File: config.mk
export PLATFORM = sky130hd
export DESIGN_NAME = irrigation_zone_scheduler_flat
export DESIGN_NICKNAME = d
export VERILOG_FILES = /design/src/rtl/irrigation_zone_scheduler_if.sv /design/src/rtl/irrigation_zone_scheduler.sv /design/src/flat_wrapper.sv
export SDC_FILE = /design/constraint.sdc
export NUM_CORES = 1
export LEC_CHECK = 0
export ABC_AREA = 0
export CAP_MARGIN = 20
export CORE_ASPECT_RATIO = 1.25
export CORE_MARGIN = 1
export CORE_UTILIZATION = 60
export CTS_BUF_LIST = sky130_fd_sc_hd__clkbuf_2 sky130_fd_sc_hd__clkbuf_4 sky130_fd_sc_hd__clkbuf_8
export DETAILED_ROUTE_END_ITERATION = 12
export PLACE_DENSITY = 0.87
export SLEW_MARGIN = 20
export SYNTH_ARGS = -nofsm -noshare
export SYNTH_HDL_FRONTEND = slang
export SYNTH_SLANG_ARGS = --single-unit
File: constraint.sdc
create_clock -name clock -period 5.16 [get_ports clock]
set_input_delay 0.516 -clock clock [delete_from_list [all_inputs] [get_ports clock]]
set_output_delay 0.516 -clock clock [all_outputs]
set_load 0.02 [all_outputs]
File: src/rtl/irrigation_zone_scheduler_if.sv
// Sensor / valve bundle for irrigation_zone_scheduler.
//   master : sensor side, drives probes, weather flags, zone_dry and skip,
//            and observes the valve/display/status outputs.
//   slave  : the scheduler, which consumes the sensors and drives the
//            pump, valve, display and status outputs.
interface irrigation_zone_scheduler_if #(
  parameter int unsigned ZONES      = 4,
  parameter int unsigned TIME_WIDTH = 8
);
  localparam int unsigned ZW = $clog2(ZONES);

  logic                  low_water_level;
  logic                  mid_water_level;
  logic                  high_water_level;
  logic                  air_humidity;
  logic                  low_temperature;
  logic [ZONES-1:0]      zone_dry;
  logic                  skip;

  logic [ZONES-1:0]      splinker_bomb;
  logic [ZONES-1:0]      dripper_valvule;
  logic [ZW-1:0]         active_zone;
  logic [TIME_WIDTH-1:0] remaining_seconds;
  logic                  conflicting_values;
  logic                  alarm;
  logic                  water_supply_valvule;

  modport master (
    output low_water_level, mid_water_level, high_water_level,
           air_humidity, low_temperature, zone_dry, skip,
    input  splinker_bomb, dripper_valvule, active_zone, remaining_seconds,
           conflicting_values, alarm, water_supply_valvule
  );

  modport slave (
    input  low_water_level, mid_water_level, high_water_level,
           air_humidity, low_temperature, zone_dry, skip,
    output splinker_bomb, dripper_valvule, active_zone, remaining_seconds,
           conflicting_values, alarm, water_supply_valvule
  );
endinterface

File: src/rtl/irrigation_zone_scheduler.sv
// Multi-zone irrigation scheduler sharing one tank.
// Registers all sensor inputs once, flags inconsistent tank-probe patterns,
// drives the refill valve and alarm, and waters dry beds one at a time in
// round-robin order, choosing sprinkler or dripper per run and timing each
// run with a seconds countdown derived from a clock prescaler.
// Ports:
//   clock  : rising-edge clock
//   reset  : synchronous, active-high
//   bus    : irrigation_zone_scheduler_if.slave
//            in : low/mid/high_water_level, air_humidity, low_temperature,
//                 zone_dry[ZONES], skip
//            out: splinker_bomb[ZONES], dripper_valvule[ZONES] (one valve max),
//                 active_zone, remaining_seconds, conflicting_values, alarm,
//                 water_supply_valvule
module irrigation_zone_scheduler #(
  parameter int unsigned ZONES             = 4,
  parameter int unsigned TICK_DIV          = 50_000_000,
  parameter int unsigned TIME_WIDTH        = 8,
  parameter int unsigned SPRINKLER_SECONDS = 120,
  parameter int unsigned DRIPPER_SECONDS   = 240
) (
  input  logic                         clock,
  input  logic                         reset,
  irrigation_zone_scheduler_if.slave   bus
);
  localparam int unsigned ZW = $clog2(ZONES);
  localparam int unsigned CW = $clog2(TICK_DIV);

  typedef enum logic [1:0] {S_IDLE, S_SELECT, S_WATER, S_FAULT} state_t;

  // registered sensor copies
  logic             low_q, mid_q, high_q, air_q, cold_q, skip_q;
  logic [ZONES-1:0] dry_q;

  logic [CW-1:0]         presc_q, presc_d;
  logic                  tick;
  state_t                state_q, state_d;
  logic [ZW-1:0]         zone_q, zone_d;
  logic [ZW-1:0]         ptr_q, ptr_d;
  logic [TIME_WIDTH-1:0] cnt_q, cnt_d;
  logic                  spr_q, spr_d;

  logic          conflict;
  logic          sprinkler_mode;
  logic          sel_found;
  logic [ZW-1:0] sel_zone;
  logic [ZW-1:0] zone_after;

  always_ff @(posedge clock) begin
    if (reset) begin
      low_q   <= 1'b0;
      mid_q   <= 1'b0;
      high_q  <= 1'b0;
      air_q   <= 1'b0;
      cold_q  <= 1'b0;
      skip_q  <= 1'b0;
      dry_q   <= '0;
      presc_q <= '0;
      state_q <= S_IDLE;
      zone_q  <= '0;
      ptr_q   <= '0;
      cnt_q   <= '0;
      spr_q   <= 1'b0;
    end else begin
      low_q   <= bus.low_water_level;
      mid_q   <= bus.mid_water_level;
      high_q  <= bus.high_water_level;
      air_q   <= bus.air_humidity;
      cold_q  <= bus.low_temperature;
      skip_q  <= bus.skip;
      dry_q   <= bus.zone_dry;
      presc_q <= presc_d;
      state_q <= state_d;
      zone_q  <= zone_d;
      ptr_q   <= ptr_d;
      cnt_q   <= cnt_d;
      spr_q   <= spr_d;
    end
  end

  // Probes fill bottom-up, so only 000/001/011/111 are physically possible.
  always_comb begin
    case ({high_q, mid_q, low_q})
      3'b000, 3'b001, 3'b011, 3'b111: conflict = 1'b0;
      default:                        conflict = 1'b1;
    endcase
  end

  always_comb begin
    tick    = (presc_q == CW'(TICK_DIV - 1));
    presc_d = tick ? '0 : presc_q + 1'b1;
  end

  assign sprinkler_mode = !air_q && !cold_q && mid_q;
  assign zone_after     = (zone_q == ZW'(ZONES - 1)) ? '0 : zone_q + 1'b1;

  // First dry zone at or after ptr_q, wrapping around.
  always_comb begin
    sel_found = 1'b0;
    sel_zone  = ptr_q;
    for (int unsigned i = 0; i < ZONES; i++) begin
      int unsigned   idx;
      logic [ZW-1:0] cand;
      idx = 32'(ptr_q) + i;
      if (idx >= ZONES) idx = idx - ZONES;
      cand = ZW'(idx);
      if (!sel_found && dry_q[cand]) begin
        sel_found = 1'b1;
        sel_zone  = cand;
      end
    end
  end

  always_comb begin
    state_d = state_q;
    zone_d  = zone_q;
    ptr_d   = ptr_q;
    cnt_d   = cnt_q;
    spr_d   = spr_q;
    if (conflict) begin
      state_d = S_FAULT;
      cnt_d   = '0;
    end else begin
      case (state_q)
        S_IDLE: begin
          if (low_q && (|dry_q)) state_d = S_SELECT;
        end
        S_SELECT: begin
          // The request may have vanished since IDLE saw it.
          if (sel_found) begin
            state_d = S_WATER;
            zone_d  = sel_zone;
            spr_d   = sprinkler_mode;
            cnt_d   = sprinkler_mode ? TIME_WIDTH'(SPRINKLER_SECONDS)
                                     : TIME_WIDTH'(DRIPPER_SECONDS);
          end else begin
            state_d = S_IDLE;
          end
        end
        S_WATER: begin
          if (!low_q || skip_q || !dry_q[zone_q]) begin
            state_d = S_IDLE;
            ptr_d   = zone_after;
          end else if (tick) begin
            cnt_d = cnt_q - 1'b1;
            if (cnt_q == TIME_WIDTH'(1)) begin
              state_d = S_IDLE;
              ptr_d   = zone_after;
            end
          end
        end
        S_FAULT: state_d = S_IDLE;
        default: state_d = S_IDLE;
      endcase
    end
  end

  always_comb begin
    bus.splinker_bomb   = '0;
    bus.dripper_valvule = '0;
    if (state_q == S_WATER) begin
      if (spr_q) bus.splinker_bomb[zone_q]   = 1'b1;
      else       bus.dripper_valvule[zone_q] = 1'b1;
    end
  end

  assign bus.active_zone          = zone_q;
  assign bus.remaining_seconds    = cnt_q;
  assign bus.conflicting_values   = conflict;
  assign bus.alarm                = conflict | ~mid_q;
  assign bus.water_supply_valvule = ~conflict & ~high_q;
endmodule

File: src/flat_wrapper.sv
// flat-port wrapper written by rule: the top's interface ports become plain ports
module irrigation_zone_scheduler_flat 
#(
  parameter int unsigned ZONES             = 4,
  parameter int unsigned TICK_DIV          = 50_000_000,
  parameter int unsigned TIME_WIDTH        = 8,
  parameter int unsigned SPRINKLER_SECONDS = 120,
  parameter int unsigned DRIPPER_SECONDS   = 240
)
  (clock, reset, bus_low_water_level, bus_mid_water_level, bus_high_water_level, bus_air_humidity, bus_low_temperature, bus_zone_dry, bus_skip, bus_splinker_bomb, bus_dripper_valvule, bus_active_zone, bus_remaining_seconds, bus_conflicting_values, bus_alarm, bus_water_supply_valvule);
  irrigation_zone_scheduler_if #(.ZONES(ZONES), .TIME_WIDTH(TIME_WIDTH)) bus_i ();
  input  logic clock;
  input  logic reset;
  input wire logic [$bits(bus_i.low_water_level)-1:0] bus_low_water_level;
  input wire logic [$bits(bus_i.mid_water_level)-1:0] bus_mid_water_level;
  input wire logic [$bits(bus_i.high_water_level)-1:0] bus_high_water_level;
  input wire logic [$bits(bus_i.air_humidity)-1:0] bus_air_humidity;
  input wire logic [$bits(bus_i.low_temperature)-1:0] bus_low_temperature;
  input wire logic [$bits(bus_i.zone_dry)-1:0] bus_zone_dry;
  input wire logic [$bits(bus_i.skip)-1:0] bus_skip;
  output wire logic [$bits(bus_i.splinker_bomb)-1:0] bus_splinker_bomb;
  output wire logic [$bits(bus_i.dripper_valvule)-1:0] bus_dripper_valvule;
  output wire logic [$bits(bus_i.active_zone)-1:0] bus_active_zone;
  output wire logic [$bits(bus_i.remaining_seconds)-1:0] bus_remaining_seconds;
  output wire logic [$bits(bus_i.conflicting_values)-1:0] bus_conflicting_values;
  output wire logic [$bits(bus_i.alarm)-1:0] bus_alarm;
  output wire logic [$bits(bus_i.water_supply_valvule)-1:0] bus_water_supply_valvule;
  assign bus_i.low_water_level = bus_low_water_level;
  assign bus_i.mid_water_level = bus_mid_water_level;
  assign bus_i.high_water_level = bus_high_water_level;
  assign bus_i.air_humidity = bus_air_humidity;
  assign bus_i.low_temperature = bus_low_temperature;
  assign bus_i.zone_dry = bus_zone_dry;
  assign bus_i.skip = bus_skip;
  assign bus_splinker_bomb = bus_i.splinker_bomb;
  assign bus_dripper_valvule = bus_i.dripper_valvule;
  assign bus_active_zone = bus_i.active_zone;
  assign bus_remaining_seconds = bus_i.remaining_seconds;
  assign bus_conflicting_values = bus_i.conflicting_values;
  assign bus_alarm = bus_i.alarm;
  assign bus_water_supply_valvule = bus_i.water_supply_valvule;
  irrigation_zone_scheduler #(.ZONES(ZONES), .TICK_DIV(TICK_DIV), .TIME_WIDTH(TIME_WIDTH), .SPRINKLER_SECONDS(SPRINKLER_SECONDS), .DRIPPER_SECONDS(DRIPPER_SECONDS)) u_core (.clock(clock), .reset(reset), .bus(bus_i));
endmodule
After elaboration in Yosys (flattened, before gate mapping). Index checks and enable logic that the tools add are counted.

Add/sub/neg operators: 10. Order comparisons: 10. Equality and inequality tests: 15. Multiplexer cells: 45. Bitwise operators: 5. Reductions and logical operators: 29.

Operator list (count): two-way mux 2 bit (18); two-way mux 8 bit (4); adder 26 x 1 -> 26 bit, second input constant (1); == test 26 bit, second input constant (1); two-way mux 4 bit (4); one-hot mux 8 bit (2 select lines) (1); less-than comparator 2 x 3 -> 1 bit, second input constant (5); two-way mux 1 bit (11); binary-select mux 1 bit (select 2 bit) (5); >= comparator 3 bit, second input constant (3); == test 8 x 1 -> 1 bit, second input constant (1); != test 4 x 2 -> 1 bit, second input constant (2); one-hot mux 2 bit (4 select lines) (1); AND reduction 4 bit (2); OR reduction 4 bit (2); subtractor 2 x 1 -> 2 bit, second input constant (4); subtractor 8 x 1 -> 8 bit, second input constant (1); logical AND 1 bit (7); zero test 1 bit (7); adder 2 x 2 -> 3 bit, second input constant (2); == test 2 bit, second input constant (3); AND reduction 3 bit (2); nonzero test 2 bit (3); != test 2 x 1 -> 1 bit, second input constant (2); 18 further kinds (22).

Register bits: 51. Bits of input ports: 12. Output and inout bits: 21.

Longest topological paths before layout.
Depth after elaboration: 17. Mapped depth: 8.

Worst setup path before layout. Ideal clock, no wire load.

Path kind: reg2reg. Start: register u_core.cnt_q[2], in the netlist u_core.bus.remaining_seconds[2]. End: register u_core.ptr_q[0]. Data arrival time: 2.086 ns. Data required time: 5.039 ns. Path slack: 2.953 ns. Stages on the path, launching flop included: 6. Clock period less this slack: 2.207 ns. Cell sequence: dfxtp_1 or3_4 or4_1 or3_1 o21a_1 mux2_4.

Cells in the longest elaborated chain, start to end: 3.

Ends and longest elaborated chain: start, declared (RTL line irrigation_zone_scheduler.sv:40) `logic [TIME_WIDTH-1:0] cnt_q, cnt_d;`; start signal, assigned (RTL line irrigation_zone_scheduler.sv:76) `cnt_q <= cnt_d;`; == test 8 x 1 -> 1 bit (RTL line irrigation_zone_scheduler.sv:146) `if (cnt_q == TIME_WIDTH'(1)) begin`; nonzero test 2 bit (no source line); AND reduction 4 bit (no source line); end signal, assigned (RTL line irrigation_zone_scheduler.sv:75) `ptr_q <= ptr_d;`; end, declared (RTL line irrigation_zone_scheduler.sv:39) `logic [ZW-1:0] ptr_q, ptr_d;`.

Every way passes these cells. A chain may end at the register's enable or synchronous reset.

Worst setup path in the final report.
Start: register u_core.state_q[1]. End: output bus_splinker_bomb[0].

Cells in the longest elaborated chain, start to end: 2.

Ends and longest elaborated chain: start, declared (RTL line irrigation_zone_scheduler.sv:37) `state_t state_q, state_d;`; start signal, assigned (RTL line irrigation_zone_scheduler.sv:73) `state_q <= state_d;`; == test 2 bit (RTL line irrigation_zone_scheduler.sv:161) `if (state_q == S_WATER) begin`; two-way mux 4 bit (RTL line irrigation_zone_scheduler.sv:161); end, declared (RTL line flat_wrapper.sv:21) `output wire logic [$bits(bus_i.splinker_bomb)-1:0] bus_splinker_bomb;`.

Every way passes these cells.

==> impl_metrics.ini <==
[run_status]
status = completed

[sta]
fin_crit_sh = 0.478
whs_ns = 0.452
finClkSkew_ns = 0.00564
relSlewSlack = 0.437
grt_setup_unrepaired = false
drv_slew = 0
worst_pin_slew_ns = 0.842
finalCriticalPeriod_ns = 2.47
fmax_mhz = 405
totalNegativeSetupSlack_ns = 0
finalSetupViolCount = 0
hold_violations = 0

[cells_and_area]
area_growth_pct = 18.2
nNetsFinal = 338
n_antenna_cell = 0
layoutNonFillerInstCount = 374
seq_area_um2 = 1020
multi_input_area_um2 = 1400
num-fill-cells = 335
postLayoutCellArea_um2 = 2930
drive_gt1_frac = 0.0375

[yosys]
syn_area_um2 = 2480
yosys_warnings = 0
synth_top_area_frac = 0.412
yosysUniqueCellTypes = 41
ys_seq_area_frac = 0.412
ys.flop_type = dfxtp_1
synthTopCellsByCount = dfxtp_1, nor2_1, nand3_1
netlist_instances = 287
synth-edff-count = 0
syn-num-nets = 306
synthArstFlopShare = 0
synth_most_common_cell = dfxtp_1
yosysTopAreaCell = dfxtp_1
synthTopCellsByArea = dfxtp_1, nor2_1, xor2_1
ys_seq_elements = 51
avgSynthCellArea_um2 = 8.64

[setup_path]
path_buf_inv = 1
cp_slowest_stage_delay_ns = 0.59
crit_family = simple AND/OR/NAND/NOR gates
reg2regPathDepth = 6
crit_chain = nor2b_1, and3_1, clkdlybuf4s50_1
worst_ep_arrival_time_ns = 1.95
crit_slowest_cell = clkdlybuf4s50_1
cp-end-kind = output port
reg2reg_from = u_core.presc_q[0]$_SDFF_PP0_
cp_data_required_time_ns = 4.64
rr_endpoint = u_core.presc_q[20]$_SDFF_PP0_
path_max_fanout = 8
start_kind = flip-flop
reg2reg_slack_ns = 2.87
path_class = flip-flop to output port

[place]
dp.final_hpwl_um = 3700
gp_congestion = 0.891
dpl_cell_area_um2 = 2840
io_buffers = 32
placed_cells = 366

[pwr]
power_density_nw_per_um2 = 245
ir_worst_vdd_v = 0.000230
leakage_nw = 1.07
power_mw = 0.717

[drt]
finalWirelength_um = 5150
drt-pass1-iter-count = 4
dr.first_iter.drc_count = 123
vias = 2118
via_per_inst = 5.66
antenna_left = 0
avgRoutedWirePerCell_um = 13.8
route.detailed.drc = 0

[clock_tree]
clockBufferDepth = 2
clock_sinks = 51
cts.htree.levels = 2
postCtsHoldBufs = 0
insertion_delay_ns = 0.31
numCtsBuffers = 5
cts_resized = 0
cts_tree = yes
clkTransAtPathRegs_ns = 0.09
clockRootBuffer = clkbuf_8
post_cts_buffers = 0

[grt]
grt_pass1_vias = 1964
grt-ovfl-total = 0
antenna_found_initial = 0
grtUsageTotal = 0.255
grt_pass1_wl_um = 8530
grt_max_degree = 25

[floorplanning]
start_util = 0.639
die_area_um2 = 4400
die_x_um = 59.5
chipHeight_um = 73.9
rows = 25
io_pins = 33
core_area_um2 = 3880

[min_path]
hold_depth = 1
hold_end = u_core.presc_q[0]$_SDFF_PP0_
min_from = u_core.presc_q[0]$_SDFF_PP0_
hold_class = flip-flop to flip-flop

[run]
max-cap-violations = 0
==> registers in the layout (all words and copies together) (netlist names) <==
register / flops
u_core.dry_q: 4
u_core.spr_q: 1
u_core.presc_q: 26
u_core.air_q: 1
u_core.mid_q: 1
u_core.state_q: 2
u_core.cold_q: 1
u_core.ptr_q: 2
u_core.high_q: 1
u_core.bus.active_zone: 2
u_core.low_q: 1
u_core.skip_q: 1
u_core.bus.remaining_seconds: 8
==> worst register-to-register path, delay by kind of cell, from the launching register on <==
family	cells	cell delay [ns]
adder cells (fa/ha/maj)	1	0.24
flip-flops	1	0.36
AND/OR/NAND/NOR	5	1.55
==> power breakdown <==
part,total (mW),internal [mW],switching (mW),leakage (nW)
sequential,0.415,0.404,0.0108,0.415
clock,0.230,0.100,0.130,0.0446
combinational,0.0718,0.0346,0.0372,0.611
==> placed cells by master (no fill, tap or decap), types with 2 or more instances in the layout <==
cell	synthesis	layout
nand3b_1	2	2
nor3b_1	2	2
ha_1	7	7
nand2b_1	6	6
nand4_1	6	6
and4_1	4	4
o21ai_0	4	4
nor3_1	11	11
and3_1	15	15
nand2_1	16	16
mux2i_1	4	4
dfxtp_1	51	51
o31ai_1	2	2
xor2_1	15	15
a21oi_1	5	5
or3_1	4	4
a31oi_1	3	3
o211ai_1	2	2
clkdlybuf4s50_1	0	32
o22ai_1	2	2
or4_1	4	4
nor4b_1	2	2
clkbuf_8	0	5
inv_1	10	10
xnor2_1	14	14
and2_1	4	4
nor2_1	42	42
nor2b_1	13	13
nand3_1	17	17
==> layout make-up <==
| type | instances | share of cell area |
|---|---|---|
| clock buffers | 6 | 0.0260 |
| inverters | 10 | 0.0128 |
| repair buffers | 32 | 0.109 |
| multi-input cells | 219 | 0.476 |
| clock inverters | 2 | 0.00427 |
| well taps | 54 | 0.0231 |
| flip-flops and latches | 51 | 0.348 |
==> cells by family (layout without fill, tap and decap cells) <==
group                    after synthesis  count (layout)  synth area share
buffers and inverters                 17              50            0.0257
adder cells (fa/ha/maj)                7               7            0.0353
AO/OA/AOI/OAI                         23              23            0.0595
AND/OR/NAND/NOR                      154             154             0.334
flip-flops                            51              51             0.412
XOR/XNOR                              29              29             0.102
multiplexers                           6               6            0.0313
==> stage by stage <==
step           setup slack, ns  utilization
3_3_place_gp              2.67        0.733
2_1_floorplan             2.95            -
4_1_cts                   2.70        0.755
5_1_grt                   2.57        0.755
6_report                  2.69        0.755
3_5_place_dp              2.53        0.733
==> worst max path at each step <==
| stage | cells past startpoint | to | slack, ns | start |
|---|---|---|---|---|
| global route | 3 | bus_splinker_bomb[0] | 2.57 | u_core.state_q[1]$_SDFFE_PP0P_ |
| global placement | 3 | u_core.presc_q[17]$_SDFF_PP0_ | 2.67 | reset |
| detailed placement | 3 | u_core.presc_q[20]$_SDFF_PP0_ | 2.53 | reset |
| finish | 3 | bus_splinker_bomb[0] | 2.69 | u_core.state_q[1]$_SDFFE_PP0P_ |
| floorplan | 5 | u_core.ptr_q[0]$_SDFFE_PP0P_ | 2.95 | u_core.bus.remaining_seconds[2]$_SDFFE_PP0P_ |
| CTS | 3 | bus_splinker_bomb[1] | 2.70 | u_core.state_q[1]$_SDFFE_PP0P_ |
==> metal layers <==
layer / GRT usage / up-vias / part of all wire
met5: 0 / - / 0
met4: 0.0904 / 0 / 0.014
met3: 0.0528 / 8 / 0.025
met2: 0.456 / 41 / 0.52
met1: 0.298 / 1009 / 0.44
li1: - / 1060 / -
Note: power is estimated with default switching activity, not from simulation.
